==> config.mk <==
export PLATFORM = sky130hd
export DESIGN_NAME = jtag_tap_datapath
export DESIGN_NICKNAME = d
export VERILOG_FILES = /design/src/rtl/jtag_tap_datapath.sv
export SDC_FILE = /design/constraint.sdc
export NUM_CORES = 1
export LEC_CHECK = 0
export ABC_AREA = 1
export CAP_MARGIN = 30
export CORE_ASPECT_RATIO = 1.25
export CORE_MARGIN = 1
export CORE_UTILIZATION = 48
export CTS_BUF_LIST = sky130_fd_sc_hd__clkbuf_16
export CTS_CLUSTER_DIAMETER = 120
export DETAILED_ROUTE_END_ITERATION = 8
export PLACE_DENSITY = 0.71
export SYNTH_ARGS = -nofsm -noshare
export SYNTH_HDL_FRONTEND = slang
export SYNTH_SLANG_ARGS = --single-unit
==> constraint.sdc <==
create_clock -name tck -period 1.6 [get_ports tck]
set_input_delay 0.32 -clock tck [delete_from_list [all_inputs] [get_ports tck]]
set_output_delay 0.32 -clock tck [all_outputs]
set_load 0.01 [all_outputs]
==> src/rtl/jtag_tap_datapath.sv <==
// jtag_tap_datapath: JTAG IR/DR datapath (IDCODE, BYPASS, USER) driven by the TAP state
module jtag_tap_datapath #(
    parameter int          IR_W       = 4,
    parameter int          DR_W       = 8,
    parameter logic [31:0] IDCODE_VAL = 32'h1000_0001
) (
    input  logic            tck,
    input  logic            trst,
    input  logic [3:0]      state,
    input  logic            tdi,
    input  logic [DR_W-1:0] user_in,
    output logic            tdo,
    output logic            tdo_en,
    output logic [IR_W-1:0] ir,
    output logic [DR_W-1:0] user_out,
    output logic            user_update
);
    localparam logic [3:0] TLR      = 4'd0;
    localparam logic [3:0] CAP_DR   = 4'd3;
    localparam logic [3:0] SHIFT_DR = 4'd4;
    localparam logic [3:0] UPD_DR   = 4'd8;
    localparam logic [3:0] CAP_IR   = 4'd10;
    localparam logic [3:0] SHIFT_IR = 4'd11;
    localparam logic [3:0] UPD_IR   = 4'd15;

    logic [IR_W-1:0] ir_sr;
    logic [31:0]     id_sr;
    logic            byp_sr;
    logic [DR_W-1:0] usr_sr;
    logic            sel_id;
    logic            sel_usr;
    logic            dr_bit;

    assign sel_id  = ir == IR_W'(1);
    assign sel_usr = ir == IR_W'(2);

    // tdo mux: IR or selected DR LSB while shifting, else 0
    always_comb begin
        dr_bit = sel_id ? id_sr[0] : sel_usr ? usr_sr[0] : byp_sr;
        tdo_en = (state == SHIFT_DR) || (state == SHIFT_IR);
        tdo    = (state == SHIFT_IR) ? ir_sr[0] : (state == SHIFT_DR) ? dr_bit : 1'b0;
    end

    // capture/shift/update of IR and DRs; unselected registers hold
    always_ff @(posedge tck) begin
        if (trst) begin
            ir          <= IR_W'(1);
            ir_sr       <= '0;
            id_sr       <= '0;
            byp_sr      <= 1'b0;
            usr_sr      <= '0;
            user_out    <= '0;
            user_update <= 1'b0;
        end else begin
            user_update <= 1'b0;
            case (state)
                TLR:      ir <= IR_W'(1);
                CAP_IR:   ir_sr <= IR_W'(1);
                SHIFT_IR: ir_sr <= {tdi, ir_sr[IR_W-1:1]};
                UPD_IR:   ir <= ir_sr;
                CAP_DR: begin
                    if (sel_id) id_sr <= IDCODE_VAL;
                    else if (sel_usr) usr_sr <= user_in;
                    else byp_sr <= 1'b0;
                end
                SHIFT_DR: begin
                    if (sel_id) id_sr <= {tdi, id_sr[31:1]};
                    else if (sel_usr) usr_sr <= DR_W'({tdi, usr_sr} >> 1);
                    else byp_sr <= tdi;
                end
                UPD_DR: begin
                    if (sel_usr) begin
                        user_out    <= usr_sr;
                        user_update <= 1'b1;
                    end
                end
                default: ;
            endcase
        end
    end
endmodule

### After elaboration in Yosys (flattened, before gate mapping)

Cells that the tools add are included.

| word-level totals | value |
|---|---|
| memories | 0 |
| register bits after elaboration | 58 |
| bits in latches | 0 |
| input bits | 15 |
| output and inout bits | 15 |
| ROM bits | 0 |
| bits in writable memories | 0 |

| operators by class | value |
|---|---|
| shift-type cells | 0 |
| eq/ne operators | 16 |
| div/mod/pow operators | 0 |
| add/sub/neg operators | 0 |
| mux-type cells | 20 |
| reduce and logical (&&, ||, !) cells | 10 |
| multiply operators | 0 |
| bitwise operators | 1 |
| order comparisons | 0 |

Operators by type and width:

| operator | count |
|---|---|
| $mux W32 | 2 |
| $pmux W32 S2 | 1 |
| $mux W8 | 4 |
| $eq A4 B4 Y1 const B | 4 |
| $ne A2 B2 Y1 const B | 8 |
| $pmux W4 S2 | 2 |
| $pmux W8 S2 | 1 |
| $reduce_and A5 Y1 | 2 |
| $mux W1 | 9 |
| $eq A4 B2 Y1 const B | 2 |
| $reduce_bool A2 Y1 | 3 |
| $eq A4 B1 Y1 const B | 1 |
| $eq A4 B3 Y1 const B | 1 |
| $logic_not A4 Y1 | 1 |
| $reduce_and A3 Y1 | 1 |
| $pmux W1 S2 | 1 |
| $reduce_and A2 Y1 | 1 |
| $reduce_or A2 Y1 | 1 |
| $logic_or A1 B1 Y1 | 1 |
| $not A1 Y1 | 1 |

### Depth between registers and ports, before layout

| logic depth | value |
|---|---|
| depth in word-level cells | 5 |
| depth in mapped cells | 9 |
| depth with buffers taken out | 8 |

### Worst setup path before layout

OpenSTA, ideal clock, no wires.

| timing | value |
|---|---|
| path kind | reg-to-output |
| start | register ir[3] |
| end | output port tdo |
| stages on the path, launching flop included | 8 |
| data arrival time | 1.159 ns |
| setup slack | 0.121 ns |
| required time | 1.280 ns |
| cells stage by stage | dfxtp_1 -> nor2_2 -> inv_1 -> nor2_2 -> buf_4 -> nand2_1 -> o211ai_1 -> nand3_1 |

| between the ends | value |
|---|---|
| cells in the longest elaborated chain, start to end | 5 |
| elaborated cells on any way between the ends | 6 |
| those cells by class | eq/ne: 2; mux: 4 |

RTL lines:

| element | line | text |
|---|---|---|
| start, declared | 14 | `output logic [IR_W-1:0] ir,` |
| start signal, assigned | 60 | `UPD_IR: ir <= ir_sr;` |
| $eq A4 B2 Y1 | 35 | `assign sel_usr = ir == IR_W'(2);` |
| $mux W1 | 39 | `dr_bit = sel_id ? id_sr[0] : sel_usr ? usr_sr[0] : byp_sr;` |
| $mux W1 (*) | 39 |  |
| $mux W1 (*) (2 in series) | 41 | `tdo = (state == SHIFT_IR) ? ir_sr[0] : (state == SHIFT_DR) ? dr_bit : 1'b0;` |
| end, declared | 12 | `output logic tdo,` |

Every way passes the cells marked *; elsewhere a longest branch is shown, timed or not.

### Worst setup path after layout

Ends and elaborated chain as after synthesis.

==> results.json <==
{
  "filler_cell_count": 399,
  "ys_types": 22,
  "synth_top_family_by_area": "simple AND/OR/NAND/NOR gates",
  "initial_core_util_pct": 49.8,
  "fmax_ghz": 0.598,
  "drt_first_iter_violations": 133,
  "worst_pin_slew_ns": 0.299,
  "cpMostUsedCell": "nor2_4",
  "die_w_um": 64.6,
  "tritoncts": "yes",
  "ioPinCount": 30,
  "drt_first_pass_iters": 6,
  "fp.dieH_um": 80.3,
  "viasPerCell": 4.88,
  "period_share_pct": 105,
  "ff_latch_area_um2": 1170,
  "synth-seq-cells": 58,
  "drv_slew": 0,
  "hold_class": "flip-flop to flip-flop",
  "clk_pin_slew_worst_paths_ns": 0.05,
  "finalHoldViolations": 0,
  "io_buffer_count": 29,
  "remaining_drc_errors": 0,
  "ys_seq_area_share_pct": 49.3,
  "required_ns": 1.28,
  "detail-route-antenna-nets": 0,
  "grt_overflow": 0,
  "clock-root-buffer": "clkbuf_16",
  "holdBufCountCts": 0,
  "antenna_cells": 0,
  "rsz0062_at_grt": "true",
  "worstRegToRegCells": 9,
  "wire_per_inst_um": 11.3,
  "fin_cells": 440,
  "clock_latency_ns": 0.32,
  "path_cells": "nor2_4 -> inv_2 -> nor2_4 -> buf_4 -> o211ai_1 -> nand3_1 -> buf_2",
  "max-slew-margin-rel_pct": 80.0,
  "dp_cells": 418,
  "drive_above_1_share_pct": 17.9,
  "htree_levels": 3,
  "yosysWarnings": 0,
  "worst_slack_ns": -0.0730,
  "cts_buffer_depth": 2,
  "skew_ns": 0.00429,
  "die_area_um2": 5190,
  "grt_max_degree": 31,
  "start_kind": "flip-flop",
  "grt_pass1_wl_um": 8290,
  "worstHoldStart": "id_sr[24]$_SDFFE_PP0P_",
  "vias": 2149,
  "power_leakage_nw": 1.30,
  "r2r-end": "user_out[3]$_SDFFE_PP0P_",
  "synth_fa_ha_area_share_pct": 0,
  "crit_path_max_fanout": 3,
  "worstSetupPathType": "flip-flop to output pin",
  "avgSynthCellArea_um2": 7.34,
  "finalSetupViolations": 1,
  "design.core.area_um2": 4730,
  "synth_fp_nets": 336,
  "cts.sinks": 58,
  "r2r_slack_ns": 0.17,
  "numCtsBuffers": 9,
  "worstPathArrival_ns": 1.35,
  "rr_startpoint": "ir[3]$_SDFFE_PP0P_",
  "drv_cap": 0,
  "power.total_mw": 3.46,
  "period_needed_ns": 1.67,
  "final_core_util_pct": 67.2,
  "antenna_found_initial": 0,
  "synth_compound_area_share_pct": 12.6,
  "wirelength_um": 4980,
  "place_ws_ns": -0.645,
  "multi_input_area_um2": 1060,
  "gp_congestion": 0.877,
  "crit_start": "ir[3]$_SDFFE_PP0P_",
  "finalNetCount": 390,
  "synthSimpleGateAreaFrac_pct": 30.7,
  "core.rowCount": 28,
  "worst_ir_drop_vdd_mv": 0.693,
  "status": "complete, but fails checks",
  "max_stage_delay_ns": 0.33,
  "slowest_stage": "dfxtp_2",
  "synthesis.area_um2": 2350,
  "grt_pass1_vias": 1905,
  "power.density_nw_per_um2": 1090,
  "violations": "negative setup slack",
  "grt_use_total_pct": 21.1,
  "worstSetupEndpointType": "output pin",
  "synth_cells": 321,
  "worstSetupEndpoint": "tdo",
  "syn_to_final_growth_pct": 34.9,
  "place_hpwl_um": 3220,
  "synth_xor_area_share_pct": 0,
  "synthMuxAreaShare_pct": 0
}
[how the worst min path moves through the flow]
stage / to / depth (start not counted) / slack (ns)
floorplan: id_sr[2]$_SDFFE_PP0P_ / 2 / 0.44
global placement: id_sr[18]$_SDFFE_PP0P_ / 2 / 0.45
detailed placement: id_sr[12]$_SDFFE_PP0P_ / 2 / 0.45
CTS: id_sr[5]$_SDFFE_PP0P_ / 2 / 0.46
global route: user_out[5]$_SDFFE_PP0P_ / 2 / 0.47
finish: id_sr[24]$_SDFFE_PP0P_ / 2 / 0.46
[metrics by stage]
stage	hold slack, ns	cell area (um^2)	setup TNS (ns)
after detailed placement	0.452	2810	-18.22
after global routing	0.475	3180	-0.238
after floorplan	0.439	2350	0
after global placement	0.448	2810	-15.82
after CTS	0.460	3180	-0.100
final	0.457	3180	-0.0730
[synthesized netlist by cell type]
master	number	area [um^2]
nand2_1	116	435
dfxtp_1	58	1160
a21oi_1	47	235
nor2_1	23	86.3
inv_1	16	60.1
nand3_1	15	75.1
o21ai_0	8	40.0
buf_2	5	25.0
clkbuf_1	5	18.8
buf_6	4	45.0
nor2_2	4	25.0
nor3_1	4	20.0
nand2_2	3	18.8
nand2_4	3	33.8
buf_4	2	15.0
clkinv_1	2	7.51
a211oi_1	1	7.51
inv_2	1	3.75
nor2_4	1	11.3
nor3_4	1	16.3
o211ai_1	1	7.51
o22ai_1	1	6.26
[cells in the final DEF (no fill, tap or decap), drive strengths merged, types with 5 or more instances in the layout]
| cell | instances |
|---|---|
| o21ai | 8 |
| nand2 | 122 |
| a21oi | 47 |
| clkbuf | 9 |
| nor2 | 28 |
| nor3 | 5 |
| inv | 17 |
| buf | 31 |
| dlygate4sd2 | 8 |
| clkinv | 8 |
| clkdlybuf4s50 | 19 |
| nand3 | 15 |
| dfxtp | 58 |
[routing by layer]
layer	vias to the layer above	wire, um	track usage [%]
li1	1132	-	-
met3	9	159	6.11
met2	35	2380	33.6
met5	-	0	0
met4	0	97	10.4
met1	973	2350	25.7
[registers in the layout, indices dropped and copies added (netlist names)]
signal / flops
usr_sr: 8
ir: 4
byp_sr: 1
ir_sr: 4
user_out: 8
user_update: 1
id_sr: 32
[cells by family (layout without fill, tap and decap cells)]
| group | after synthesis | count (layout) |
|---|---|---|
| and+or+nand+nor | 170 | 170 |
| AOI/OAI and AO/OA | 58 | 58 |
| DFF | 58 | 58 |
| buffers and inverters | 35 | 94 |
[final cells by class]
type	count	share of cell area [%]
well taps	60	2.36
inverters	19	2.24
multi-input cells	228	33.5
flip-flops and latches	58	36.7
clock inverters	7	1.89
clock buffers	9	7.09
repair buffers	59	16.2
[repair_timing]
| item | CTS | global route |
|---|---|---|
| setup endpoints to repair | 38 | 18 |
| buffers inserted | 7 | 1 |
| gates resized for setup | 29 | 3 |
| gates cloned | 0 | 0 |
| pin swaps | 3 | 3 |
[critical path, delay by kind of cell (launching register included)]
family / cells / cell delay, ns
buf+inv: 3 / 0.32
simple gates: 3 / 0.32
flops: 1 / 0.33
compound gates: 1 / 0.07
[power by group]
group          leakage, nW  switching [mW]  internal (mW)  total [mW]
Clock                0.142           0.637           1.18        1.82
Combinational        0.687          0.0998         0.0816       0.181
Sequential           0.469         0.00470           1.45        1.46
Total                 1.30           0.742           2.72        3.46
No activity file was read; power rests on OpenSTA's default activity.
